## src/rtl/bp_gshare_frontend_if.sv

```systemverilog
// Fetch / resolve / PHT signal bundle for the gshare front end.
// slave = predictor front end, master = surrounding pipeline and PHT.
interface bp_gshare_frontend_if #(
  parameter int ADDR_W = 8,
  parameter int PC_W   = 32
);
  logic              lk_valid;
  logic [PC_W-1:0]   lk_pc;
  logic              lk_ready;
  logic              pred_valid;
  logic              pred_taken;
  logic              res_valid;
  logic              res_taken;
  logic              res_ready;
  logic              mispredict;
  logic [ADDR_W-1:0] pht_addr;
  logic              pht_request;
  logic              pht_result;
  logic              pht_taken;
  logic              pht_prediction;

  modport slave (
    input  lk_valid, lk_pc, res_valid, res_taken, pht_prediction,
    output lk_ready, pred_valid, pred_taken, res_ready, mispredict,
           pht_addr, pht_request, pht_result, pht_taken
  );

  modport master (
    output lk_valid, lk_pc, res_valid, res_taken, pht_prediction,
    input  lk_ready, pred_valid, pred_taken, res_ready, mispredict,
           pht_addr, pht_request, pht_result, pht_taken
  );
endinterface

```

## src/rtl/bp_gshare_frontend.sv

```systemverilog
// gshare front end: forms PC^GHR index, issues PHT lookups, keeps an in-order
// queue of in-flight branches, sends counter updates at resolve and repairs
// the speculative GHR on mispredict.
// Optional: define BP_STATS_EN for saturating lookup/resolve/mispredict counters.
module bp_gshare_frontend #(
  parameter int ADDR_W = 8,
  parameter int HIST_W = 8,
  parameter int PC_W   = 32,
  parameter int DEPTH  = 8
) (
  input  logic clk,
  input  logic rst_n,
  bp_gshare_frontend_if.slave bus
`ifdef BP_STATS_EN
  ,
  output logic [31:0] stat_lookups,
  output logic [31:0] stat_resolves,
  output logic [31:0] stat_mispredicts
`endif
);
  localparam int PTR_W = $clog2(DEPTH);
  localparam int CNT_W = PTR_W + 1;

  logic [HIST_W-1:0] r_ghr;
  logic [ADDR_W-1:0] r_q_idx  [DEPTH];
  logic [HIST_W-1:0] r_q_ckpt [DEPTH];
  logic              r_q_pred [DEPTH];
  logic              r_q_known[DEPTH];
  logic [PTR_W-1:0]  r_head, r_tail;
  logic [CNT_W-1:0]  r_count;
  logic              r_pending;  // one lookup in flight, answer arrives this cycle

  logic [ADDR_W-1:0] w_idx;
  logic [PTR_W-1:0]  w_last;
  logic w_full, w_empty, w_res_ready, w_res_acc, w_lk_ready, w_lk_acc, w_mis;
  logic w_unused_pc;

  assign w_unused_pc = ^{bus.lk_pc[PC_W-1:ADDR_W+2], bus.lk_pc[1:0]};
  assign w_idx       = bus.lk_pc[ADDR_W+1:2] ^ ADDR_W'(r_ghr);
  assign w_last      = r_tail - PTR_W'(1);
  assign w_full      = (r_count == CNT_W'(DEPTH));
  assign w_empty     = (r_count == '0);
  assign w_res_ready = !w_empty && r_q_known[r_head];
  assign w_res_acc   = bus.res_valid && w_res_ready;
  // Resolve owns the shared pht_addr port, so it blocks a lookup that cycle.
  assign w_lk_ready  = !w_full && !r_pending && !w_res_acc;
  assign w_lk_acc    = bus.lk_valid && w_lk_ready;
  assign w_mis       = w_res_acc && (bus.res_taken != r_q_pred[r_head]);

  // Handshake and PHT strobes straight from state plus inputs.
  always_comb begin
    bus.lk_ready    = w_lk_ready;
    bus.res_ready   = w_res_ready;
    bus.mispredict  = w_mis;
    bus.pred_valid  = r_pending && !w_mis;  // answer for a flushed branch is dropped
    bus.pred_taken  = r_pending && !w_mis && bus.pht_prediction;
    bus.pht_request = w_lk_acc;
    bus.pht_result  = w_res_acc;
    bus.pht_taken   = w_res_acc && bus.res_taken;
    bus.pht_addr    = '0;
    if (w_res_acc)     bus.pht_addr = r_q_idx[r_head];
    else if (w_lk_acc) bus.pht_addr = w_idx;
  end

  // Speculative history: shift in predictions, restore checkpoint on mispredict.
  always_ff @(posedge clk or negedge rst_n) begin
    if (!rst_n)         r_ghr <= '0;
    else if (w_mis)     r_ghr <= {r_q_ckpt[r_head][HIST_W-2:0], bus.res_taken};
    else if (r_pending) r_ghr <= {r_ghr[HIST_W-2:0], bus.pht_prediction};
  end

  // In-flight queue: push on lookup, fill tail on return, pop on resolve.
  always_ff @(posedge clk or negedge rst_n) begin
    if (!rst_n) begin
      r_head <= '0; r_tail <= '0; r_count <= '0; r_pending <= 1'b0;
      for (int i = 0; i < DEPTH; i++) begin
        r_q_idx[i] <= '0; r_q_ckpt[i] <= '0; r_q_pred[i] <= 1'b0; r_q_known[i] <= 1'b0;
      end
    end else if (w_mis) begin
      r_head <= '0; r_tail <= '0; r_count <= '0; r_pending <= 1'b0;
    end else begin
      if (r_pending) begin
        r_q_pred[w_last]  <= bus.pht_prediction;
        r_q_known[w_last] <= 1'b1;
        r_pending         <= 1'b0;
      end
      if (w_res_acc) r_head <= r_head + PTR_W'(1);
      if (w_lk_acc) begin
        r_q_idx[r_tail]   <= w_idx;
        r_q_ckpt[r_tail]  <= r_ghr;
        r_q_pred[r_tail]  <= 1'b0;
        r_q_known[r_tail] <= 1'b0;
        r_tail            <= r_tail + PTR_W'(1);
        r_pending         <= 1'b1;
      end
      r_count <= r_count + CNT_W'(w_lk_acc) - CNT_W'(w_res_acc);
    end
  end

`ifdef BP_STATS_EN
  // Saturating event counters.
  always_ff @(posedge clk or negedge rst_n) begin
    if (!rst_n) begin
      stat_lookups <= '0; stat_resolves <= '0; stat_mispredicts <= '0;
    end else begin
      if (w_lk_acc  && stat_lookups     != '1) stat_lookups     <= stat_lookups + 32'd1;
      if (w_res_acc && stat_resolves    != '1) stat_resolves    <= stat_resolves + 32'd1;
      if (w_mis     && stat_mispredicts != '1) stat_mispredicts <= stat_mispredicts + 32'd1;
    end
  end
`endif
endmodule

```

## src/flat_wrapper.sv

```systemverilog
// flat-port wrapper written by rule: the top's interface ports become plain ports
module bp_gshare_frontend_flat 
#(
  parameter int ADDR_W = 8,
  parameter int HIST_W = 8,
  parameter int PC_W   = 32,
  parameter int DEPTH  = 8
)
  (clk, rst_n, bus_lk_valid, bus_lk_pc, bus_res_valid, bus_res_taken, bus_pht_prediction, bus_lk_ready, bus_pred_valid, bus_pred_taken, bus_res_ready, bus_mispredict, bus_pht_addr, bus_pht_request, bus_pht_result, bus_pht_taken);
  bp_gshare_frontend_if #(.ADDR_W(ADDR_W), .PC_W(PC_W)) bus_i ();
  input  logic clk;
  input  logic rst_n;
  input wire logic [$bits(bus_i.lk_valid)-1:0] bus_lk_valid;
  input wire logic [$bits(bus_i.lk_pc)-1:0] bus_lk_pc;
  input wire logic [$bits(bus_i.res_valid)-1:0] bus_res_valid;
  input wire logic [$bits(bus_i.res_taken)-1:0] bus_res_taken;
  input wire logic [$bits(bus_i.pht_prediction)-1:0] bus_pht_prediction;
  output wire logic [$bits(bus_i.lk_ready)-1:0] bus_lk_ready;
  output wire logic [$bits(bus_i.pred_valid)-1:0] bus_pred_valid;
  output wire logic [$bits(bus_i.pred_taken)-1:0] bus_pred_taken;
  output wire logic [$bits(bus_i.res_ready)-1:0] bus_res_ready;
  output wire logic [$bits(bus_i.mispredict)-1:0] bus_mispredict;
  output wire logic [$bits(bus_i.pht_addr)-1:0] bus_pht_addr;
  output wire logic [$bits(bus_i.pht_request)-1:0] bus_pht_request;
  output wire logic [$bits(bus_i.pht_result)-1:0] bus_pht_result;
  output wire logic [$bits(bus_i.pht_taken)-1:0] bus_pht_taken;
  assign bus_i.lk_valid = bus_lk_valid;
  assign bus_i.lk_pc = bus_lk_pc;
  assign bus_i.res_valid = bus_res_valid;
  assign bus_i.res_taken = bus_res_taken;
  assign bus_i.pht_prediction = bus_pht_prediction;
  assign bus_lk_ready = bus_i.lk_ready;
  assign bus_pred_valid = bus_i.pred_valid;
  assign bus_pred_taken = bus_i.pred_taken;
  assign bus_res_ready = bus_i.res_ready;
  assign bus_mispredict = bus_i.mispredict;
  assign bus_pht_addr = bus_i.pht_addr;
  assign bus_pht_request = bus_i.pht_request;
  assign bus_pht_result = bus_i.pht_result;
  assign bus_pht_taken = bus_i.pht_taken;
  bp_gshare_frontend #(.ADDR_W(ADDR_W), .HIST_W(HIST_W), .PC_W(PC_W), .DEPTH(DEPTH)) u_core (.clk(clk), .rst_n(rst_n), .bus(bus_i));
endmodule
```

## config.mk

```make
export PLATFORM = sky130hd
export DESIGN_NAME = bp_gshare_frontend_flat
export DESIGN_NICKNAME = d
export VERILOG_FILES = /design/src/rtl/bp_gshare_frontend_if.sv /design/src/rtl/bp_gshare_frontend.sv /design/src/flat_wrapper.sv
export SDC_FILE = /design/constraint.sdc
export NUM_CORES = 1
export LEC_CHECK = 0
export BUFFER_PORTS_ARGS = -buffer_cell sky130_fd_sc_hd__buf_2
export CAP_MARGIN = 5
export CORE_ASPECT_RATIO = 1.2
export CORE_UTILIZATION = 55
export DETAILED_ROUTE_END_ITERATION = 6
export GPL_ROUTABILITY_DRIVEN = 1
export PLACE_DENSITY = 0.74
export SKIP_LAST_GASP = 1
export SYNTH_ARGS = -nofsm -noshare
export SYNTH_HDL_FRONTEND = slang
export SYNTH_SLANG_ARGS = --single-unit
```

## constraint.sdc

```tcl
create_clock -name clk -period 6.8 [get_ports clk]
set_input_delay 1.02 -clock clk [delete_from_list [all_inputs] [get_ports clk]]
set_output_delay 1.02 -clock clk [all_outputs]
set_load 0.05 [all_outputs]
```

==> metrics.md, run 1 <==
| Metric | Value |
|---|---|
| Fin nets | 670 |
| N_diodes | 0 |
| R2R cell count | 10 |
| Synthesis-stage register bit count | 155 |
| DR WL/cell | 22.3 µm |
| Int Pwr | 2750 µW |
| Root Buffer | clkbuf_16 |
| Via count | slightly above 5000 |
| Cell family with most CP delay | simple AND/OR/NAND/NOR gates |
| Final Wtd Congestion | 0.817 |
| First-pass GRT wire length | 28700 µm |
| Min-Delay Path Depth | 1 |
| HP Class | register to register |
| Critical Path Fanout Max | 28 |
| Setup TNS | 0 ns |
| CP arrival | 3.64 ns |
| IO Pins | 54 |
| Initial Util | 57.2% |
| Layout area overhead | 10.2% |
| Hold buffers post-CTS | 0 |
| Post-synth ARST share | between 90% and 100% |
| DP HPWL | approximately 11000 µm |
| Post-Syn Instances | 609 |
| Worst-path clk slew | 0.06 ns |
| Yosys cell types | 49 |
| Post-Route WL | 17800 µm |
| Core area | around 13000 µm² |
| Switching part of the total | 39.3% |
| Initial antenna violation count | 0 |
| First-pass detailed-route iteration total | 5 |
| LEAKAGE | 0.00385 µW |
| Clock latency on the worst-skew pair | ~0.42 ns |
| Most common cell after layout, fill and taps aside | dfrtp_1 |
| Crit path largest cell delay | 0.81 ns |
| CTS tree | done |
| Crit path buffers/inverters | 2 |
| Die Y-Extent | 131 µm |
| Syn Area/Cell | roughly 13 µm² |
| Grt peak-use layer | met2 |
| Sequential share of the synthesized area | between 50 and 60% |
| Slowest cell on the critical path | dfrtp_2 |
| Port Buffers | 29 |
| WP depth | 7 |
| Vias per inst | 6.37 |
| Antenna-violating nets left | 0 |
| GRT overflow | 0 |
| Run status | complete, no violations |
| GRT Util Overall | 27.0% |
| DRC errors left | 0 |
| Die width | 110 µm |
| Setup Fix Bufs, Post-CTS | 0 |
| CP startpoint kind | register |
| Pin count of the biggest net entering global routing | 101 |
| Sw power | between 1500 and 2000 µW |
| Crit-path cells | mux2i_1 > a32oi_1 > nand4_4 > and3_1 > inv_1 > o22ai_1 > buf_2 |
| CTS H-tree depth | 4 |
| Worst vdd ir | 0.304 mV |
| Drt first-iter violations | 424 |
| Sequential power share | 36.1% |
| Vias in the first global route | 5385 |
| RSZ-0062 raised after global routing | false |
| Power per Cell Area | 536 nW/µm² |
| Crit path kind | register to output port |
| Max-cap violations | 0 |
| Place WS | 2.56 ns |
| Clock share of power | 20.8% |
| Share of layout cells above drive strength 1 | 29.7% |
| Worst slew pin tran | 1.04 ns |
| Fin crit share | 68.5% |
| Met3 Use GR | 5.21% |
| Clock Path Buffers | 2 |
| Combinational power share | 43.1% |
| Layout Skew | 0.00608 ns |
| Max-slew headroom | 30.4% |
| Number of buffers created by CTS | 17 |
| Prevailing post-synth register cell | dfrtp_1 |
| FMAX | 0.215 GHz |
| CP required | 5.78 ns |
| Clock tree sinks | about 160 |
| Setup crit end kind | output port |
| Synthesized area | 7670 µm² |
| Slew Viols, Final | 0 |
| Final setup margin | about 2.1 ns |
| Rows | between 40 and 50 |
| Met2 usage | a little over two fifths |
| CTS resizes | 0 |
| GRT met1 Usage | 35.5% |
| Mapped Nets | about 660 |
| Die ar. | 14400 µm² |
| Commonest cells after routing, fill and taps aside | dfrtp_1 (154), o21ai_0 (92), mux2_2 (61) |
| Min Clock Period, post-route | roughly 4.7 ns |
| Yosys warning count | 0 |
| Fin. Hold Viols | 0 |
| Post-synth EDFFs | 0 |
| Endpoints failing setup | 0 |
## kinds of logic after synthesis
kind of cell,Yosys count,synth area share (%)
compound gates,145,11.2
xor+xnor,13,1.58
fa+ha+maj,10,1.73
simple gates,77,5.29
buf+inv,76,4.68
mux,133,24.9
flops,155,50.6
## cells in the mapped netlist (6+ instances only)
master / number / area [µm²]
dfrtp_1: 155 / 3880
o21ai_0: 92 / 460
mux2_2: 61 / 687
mux4_2: 32 / 721
nand2_1: 29 / 109
inv_1: 27 / 101
buf_2: 20 / 100
mux2i_1: 20 / 200
clkbuf_1: 18 / 67.6
mux2_4: 18 / 270
nor2_1: 11 / 41.3
nor2b_1: 11 / 68.8
ha_1: 9 / 113
o22ai_1: 8 / 50.1
xor2_1: 8 / 70.1
a221oi_1: 7 / 61.3
a31oi_1: 7 / 43.8
nand3_1: 7 / 35.0
a21oi_1: 6 / 30.0
nand2b_1: 6 / 37.5
## per-layer routing
| layer | vias up | wire [µm] |
|---|---|---|
| met5 | - | 0 |
| met4 | 0 | 394 |
| met3 | 34 | 944 |
| met2 | 198 | 9040 |
| met1 | 2629 | 7460 |
| li1 | 2235 | - |
## path summary, 6_finish.rpt
path,start,end,slack [ns]
worst max-delay path,u_core.r_head[0],bus_pht_addr[3],2.14
worst min-delay path,u_core.r_q_ckpt[14],u_core.r_q_ckpt[14],0.49
worst max register to register,u_core.r_head[0],u_core.r_count[1],2.78
worst min register to register,u_core.r_q_ckpt[14],u_core.r_q_ckpt[14],0.49
max in group asynchronous,rst_n,u_core.r_head[0],4.83
min in group asynchronous,rst_n,u_core.r_q_idx[40],0.68
## per-stage QoR
| stage | hold slack [ns] | power [µW] | utilization (%) | cell area [µm²] | std cells |
|---|---|---|---|---|---|
| after floorplan | 0.459 | 3120 | - | 7670 | 609 |
| after global placement | 0.468 | 3490 | 58.7 | 7870 | 771 |
| after detailed placement | 0.485 | 3580 | 58.7 | 7870 | 771 |
| after CTS | 0.499 | 4540 | 63.0 | 8450 | 800 |
| after global routing | 0.516 | 4800 | 63.0 | 8450 | 800 |
| final | 0.494 | 4530 | 63.0 | 8450 | 800 |
## layout make-up
class / instances / area, µm²
fill: 999 / 4960
sequential: 155 / 3880
multi-input combinational: 378 / 3430
clock buffer: 21 / 460
timing repair buffer: 41 / 241
tap: 168 / 210
clock inverter: 8 / 120
inverter: 29 / 109
## flip-flops by register name, indices dropped and copies added (netlist names)
name / count
u_core.r_count: 4
u_core.r_pending: 1
u_core.r_tail: 3
u_core.r_q_ckpt: 56
u_core.r_q_known: 8
u_core.r_q_pred: 8
u_core.r_q_idx: 64
u_core.r_ghr: 8
u_core.r_head: 3
## power groups by stage
stage	logic [µW]	registers [µW]	clock network (µW)
floorplan	1650	1470	0
global placement	1890	1610	0
detailed placement	1940	1640	0
CTS	1960	1630	953
global route	2120	1680	994
finish	1950	1630	943
Note: power is estimated with default switching activity, not from simulation.
==> run 2: changes to the inputs <==
clock period = 4.4 ns   (was 6.8 ns; I/O delays follow)
==> metrics.md, run 2 (synthesized netlist as in run 1, its figures left out) <==
| Metric | Value |
|---|---|
| Slowest cell on the critical path | dfrtp_1 |
| Largest register FFs | 64 (unchanged) |
| CTS H-tree depth | 4 (unchanged) |
| CP dominant cell by count | buf_4 |
| Pin count of the biggest net entering global routing | 91 (-9.9%) |
| Crit-path cells | mux2i_1 > a32oi_1 > nand4_4 > buf_4 > inv_2 > buf_4 > buf_2 |
| Clock Path Buffers | 2 (unchanged) |
| Post-Route WL | 17900 µm (+0.45%) |
| Run status | complete, no violations |
| Initial Util | 57.2% (unchanged) |
| Port Buffers | 29 (unchanged) |
| CP required | 3.74 ns (-2.04 ns) |
| Commonest cells after routing, fill and taps aside | dfrtp_1 (154), o21ai_0 (92), mux2_2 (61) |
| Worst vdd ir | 0.451 mV (+48%) |
| N_diodes | 0 (unchanged) |
| FMAX | 0.252 GHz |
| Die Y-Extent | 131 µm (unchanged) |
| Worst slew pin tran | 0.999 ns (-0.0446 ns) |
| Final std cells w/o fill | 807 (+0.88%) |
| Crit path largest cell delay | 0.75 ns (-0.06 ns) |
| HP Class | input port to asynchronous set/reset pin |
| Clock tree sinks | 155 (unchanged) |
| Drt first-iter violations | 389 (-8.3%) |
| Fin area | 8520 µm² (+0.83%) |
| First-pass detailed-route iteration total | 5 (unchanged) |
| CTS resizes | 0 (unchanged) |
| LEAKAGE | 0.00389 µW (+1.1%) |
| Biggest register | u_core.r_q_idx |
| Core area | 13400 µm² (unchanged) |
| Antenna-violating nets left | 0 (unchanged) |
| Fin nets | 674 (+0.60%) |
| Final Util | 63.5% (+0.52 points) |
| Worst-path clk slew | 0.06 ns (about the same) |
| Endpoints failing setup | 0 (unchanged) |
| GRT overflow | 0 (unchanged) |
| Slew Viols, Final | 0 (unchanged) |
| Hold buffers post-CTS | 0 (unchanged) |
| DR WL/cell | 22.2 µm (-0.42%) |
| Fillers | 990 (-0.90%) |
| Max-slew headroom | 33.4% (+3.0 points) |
| Biggest regs | u_core.r_q_idx x64, u_core.r_q_ckpt x56 |
| Crit path kind | register to output port |
| Critical Path Fanout Max | 39 (+39%) |
| Clock latency on the worst-skew pair | 0.43 ns (about the same) |
| Fin. Hold Viols | 0 (unchanged) |
| CTS tree | done |
| Setup Fix Bufs, Post-CTS | 0 (unchanged) |
| Vias per inst | 6.35 (-0.26%) |
| Share of layout cells above drive strength 1 | 30.5% (+0.77 points) |
| DRC errors left | 0 (unchanged) |
| Max-cap violations | 0 (unchanged) |
| CP arrival | 3.30 ns (-0.34 ns) |
| Root Buffer | clkbuf_16 |
| Fin crit share | 90.1% |
| Area post-placement | 7900 µm² (+0.38%) |
| IO Pins | 54 (unchanged) |
| Die ar. | 14400 µm² (unchanged) |
| Initial antenna violation count | 0 (unchanged) |
| Number of buffers created by CTS | 17 (unchanged) |
| First-pass GRT wire length | 29100 µm (+1.4%) |
| Die width | 110 µm (unchanged) |
| Layout area overhead | 11.1% |
| Setup crit end kind | output port |
| Power per Cell Area | 830 nW/µm² (+55%) |
| Vias in the first global route | 5490 (+1.9%) |
| DP HPWL | 11300 µm (+3.5%) |
| GRT Util Overall | 27.4% (+0.38 points) |
| Via count | 5127 (+0.61%) |
| CP startpoint kind | register |
| Most common cell after layout, fill and taps aside | dfrtp_1 |
| Min Clock Period, post-route | around 4.0 ns |
| Layout Skew | 0.0100 ns (+0.00393 ns) |
| Rows | 46 (unchanged) |
| Final Wtd Congestion | 0.841 (+2.9%) |
| RSZ-0062 raised after global routing | false |
| Post-Place Cells | 775 (+0.52%) |
| Setup TNS | 0 ns (unchanged) |
==> run 2: cell type report <==
class                           instances  area, µm²  area share (%)
Clock inverter                          5       77.6           0.910
Inverter                               29        109            1.28
Clock buffer                           27        543            6.37
Timing Repair Buffer                   45        272            3.19
Sequential cell                       155       3880            45.5
Multi-Input combinational cell        378       3430            40.3
Tap cell                              168        210            2.47
==> run 2: worst paths after layout <==
path	startpoint	cells past startpoint	endpoint	slack [ns]
worst max-delay path	u_core.r_head[1]	7	bus_pht_result	0.44
worst min-delay path	rst_n	1	u_core.r_q_idx[16]	0.29
worst max register to register	u_core.r_head[1]	13	u_core.r_count[3]	0.72
worst min register to register	u_core.r_q_ckpt[14]	1	u_core.r_q_ckpt[14]	0.49
max in group asynchronous	rst_n	2	u_core.r_q_ckpt[5]	3.09
min in group clk	u_core.r_q_ckpt[14]	1	u_core.r_q_ckpt[14]	0.49
==> run 2: power by group <==
group	internal, µW	switching [µW]
Sequential	2040	464
Clock	954	547
Combinational	1320	1750
Total	4320	2760
==> run 2: metrics by stage <==
step	power, µW	hold WS, ns	setup WS, ns
after detailed placement	5560	0.483	0.775
after floorplan	4820	0.364	1.21
after global routing	7490	0.372	0.221
after global placement	5390	0.473	0.870
after CTS	7090	0.327	0.457
final	7080	0.290	0.437
==> run 2: worst max-delay path: cells and delay by family (launching register included) <==
kind                   cells  cell delay [ns]
AOI/OAI and AO/OA          1             0.38
and+or+nand+nor            1             0.12
buffers and inverters      4             1.42
DFF                        1             0.75
muxes                      1             0.17
==> run 2: layer usage <==
metal	global-route usage (%)	routed length (µm)	up-vias	share of wire, %
li1	-	-	2238	-
met1	35.1	7300	2654	41
met2	44.5	9090	194	51
met3	6.30	1040	41	5.8
met4	10.9	498	0	2.8
met5	0	0	-	0
==> run 3: changes to the inputs <==
CORE_ASPECT_RATIO = 2   (was 1.2)
CORE_MARGIN = 8   (was not set)
==> metrics.md, run 3 (synthesized netlist as in run 1, its figures left out) <==
| Metric | Value |
|---|---|
| Run status | complete, no violations |
| CTS H-tree depth | 4 (unchanged) |
| Max-cap violations | 0 (unchanged) |
| Power per Cell Area | 837 nW/µm² (+0.84%) |
| Via count | 5172 (+0.88%) |
| First-pass GRT wire length | 29900 µm (+2.8%) |
| Die ar. | 18200 µm² (+26%) |
| CP arrival | 3.29 ns (about the same) |
| Drt first-iter violations | 363 (-6.7%) |
| Initial Util | 55.8% (-1.4 points) |
| Biggest register | u_core.r_q_idx |
| Vias per inst | 6.47 (+1.8%) |
| Worst-path clk slew | 0.07 ns (about the same) |
| Die width | 99.5 µm (-9.4%) |
| Crit-path cells | mux2i_1 > a32oi_1 > nand4_4 > and3_1 > inv_1 > o22ai_1 > buf_2 |
| Cell family with most CP delay | flip-flops |
| Final Wtd Congestion | 0.885 (+5.2%) |
| Fin nets | 678 (+0.59%) |
| Crit path kind | register to output port |
| Biggest regs | u_core.r_q_idx x64, u_core.r_q_ckpt x56 |
| R2r endpoint | u_core.r_count[1] |
| Die Y-Extent | 183 µm (+39%) |
| Most common cell after layout, fill and taps aside | dfrtp_1 |
| RSZ-0062 raised after global routing | false |
| Setup Fix Bufs, Post-CTS | 0 (unchanged) |
| Hold buffers post-CTS | 0 (unchanged) |
| Fin crit share | 89.7% (-0.37 points) |
| CP startpoint kind | register |
| Clock Path Buffers | 2 (unchanged) |
| Fin area | 8540 µm² (+0.25%) |
| Vias in the first global route | 5335 (-2.8%) |
| Layout Skew | 0.00874 ns (-0.00128 ns) |
| Pin count of the biggest net entering global routing | 85 (-6.6%) |
| R2R Setup Slk | 0.79 ns (+0.07 ns) |
| Fin. Hold Viols | 0 (unchanged) |
| Largest register FFs | 64 (unchanged) |
| N_diodes | 0 (unchanged) |
| Area post-placement | 7920 µm² (+0.21%) |
| Crit path largest cell delay | 0.86 ns (+0.11 ns) |
| Number of buffers created by CTS | 17 (unchanged) |
| Core area | 13700 µm² (+2.4%) |
| CTS resizes | 0 (unchanged) |
| First-pass detailed-route iteration total | 5 (unchanged) |
| Worst vdd ir | 0.481 mV (+6.6%) |
| Setup crit end kind | output port |
| Critical Path Fanout Max | 13 (-67%) |
| Setup TNS | 0 ns (unchanged) |
| Layout area overhead | 11.4% |
| IO Pins | 54 (unchanged) |
| DRC errors left | 0 (unchanged) |
| Port Buffers | 29 (unchanged) |
| Root Buffer | clkbuf_16 |
| Post-Route WL | 18500 µm (+3.4%) |
| Worst r2r src | u_core.r_head[1] |
| CTS tree | done |
| Worst slew pin tran | 0.987 ns (-0.0122 ns) |
| Endpoints failing setup | 0 (unchanged) |
| GRT Util Overall | 21.4% (-6.0 points) |
| DR WL/cell | 23.2 µm (+4.3%) |
| Slowest cell on the critical path | dfrtp_1 |
| DP HPWL | 11500 µm (+2.4%) |
| LEAKAGE | 0.00391 µW (+0.35%) |
| Share of layout cells above drive strength 1 | 31.3% (+0.74 points) |
| Clock latency on the worst-skew pair | 0.42 ns (about the same) |
| Min Clock Period, post-route | 3.95 ns (-0.0165 ns) |
| CP required | 3.74 ns (about the same) |
| Commonest cells after routing, fill and taps aside | dfrtp_1 (154), o21ai_0 (92), mux2_2 (61) |
| HP Class | input port to asynchronous set/reset pin |
| FMAX | 0.253 GHz (+0.42%) |
| Rows | 61 (+33%) |
| GRT overflow | 0 (unchanged) |
| Crit path buffers/inverters | 2 (-2) |
| R2R cell count | 10 (-3) |
| Clock tree sinks | 155 (unchanged) |
| Initial antenna violation count | 0 (unchanged) |
| WP depth | 7 (unchanged) |
| Slew Viols, Final | 0 (unchanged) |
| Max-slew headroom | 34.2% (+0.81 points) |
| Antenna-violating nets left | 0 (unchanged) |
run 3: cell count changes in the layout (fill, tap and decap cells not counted), sizes merged:
cell	before	now
clkinvlp	1	2
buf	45	49
bufinv	2	3
clkinv	3	1
inv	28	38
clkbuf	27	17
run 3: cell type report:
class | instances | area [µm²]
Fill cell | 1019 | 5190
Timing Repair Buffer | 49 | 302
Multi-Input combinational cell | 378 | 3430
Sequential cell | 155 | 3880
Inverter | 29 | 109
Clock inverter | 15 | 200
Tap cell | 157 | 196
Clock buffer | 17 | 425
run 3: how the worst max path moves through the flow:
stage	slack, ns	startpoint	end
after global placement	0.84	u_core.r_head[1]	u_core.r_count[1]
final	0.45	u_core.r_head[1]	bus_pht_addr[7]
after detailed placement	0.85	u_core.r_head[1]	u_core.r_count[1]
after global routing	0.34	u_core.r_head[1]	bus_pht_addr[7]
after CTS	0.47	u_core.r_head[1]	bus_pht_addr[7]
after floorplan	1.21	u_core.r_head[0]	bus_pred_taken
run 3: report_power, final:
part	internal (µW)	total, µW	leakage [µW]	switching (µW)
Combinational	1320	3020	0.00163	1700
Clock	918	1560	0.000302	645
Sequential	2040	2570	0.00197	535
run 3: routing by layer:
| metal | share of wire, % | up-vias | wire length [µm] | global-route usage (%) |
|---|---|---|---|---|
| met1 | 41 | 2694 | 7630 | 28.1 |
| li1 | - | 2251 | - | - |
| met2 | 51 | 201 | 9380 | 33.9 |
| met3 | 5.5 | 26 | 1020 | 3.87 |
| met5 | 0 | - | 0 | 0 |
| met4 | 2.7 | 0 | 495 | 9.15 |
run 3: metrics by stage:
stage                     worst slack (ns)  power, µW  hold WS (ns)  cells  utilization (%)
after floorplan                       1.21       4820         0.364    609                -
after global placement               0.836       5450         0.475    768             57.6
after detailed placement             0.851       5570         0.482    768             57.6
after CTS                            0.469       7160         0.311    800             62.2
after global routing                 0.345       7560         0.333    800             62.2
final                                0.454       7150         0.281    800             62.2
run 3: worst register-to-register path, cell delays in order (launching register included):
cell and delay [ns]:
dfrtp_1 0.86, mux2i_1 0.17, a32oi_1 0.46, nand4_4 0.18, and3_1 0.22, inv_1 0.49
ha_1 0.35, inv_1 0.06, ha_1 0.18, fa_1 0.41, nor2b_1 0.14
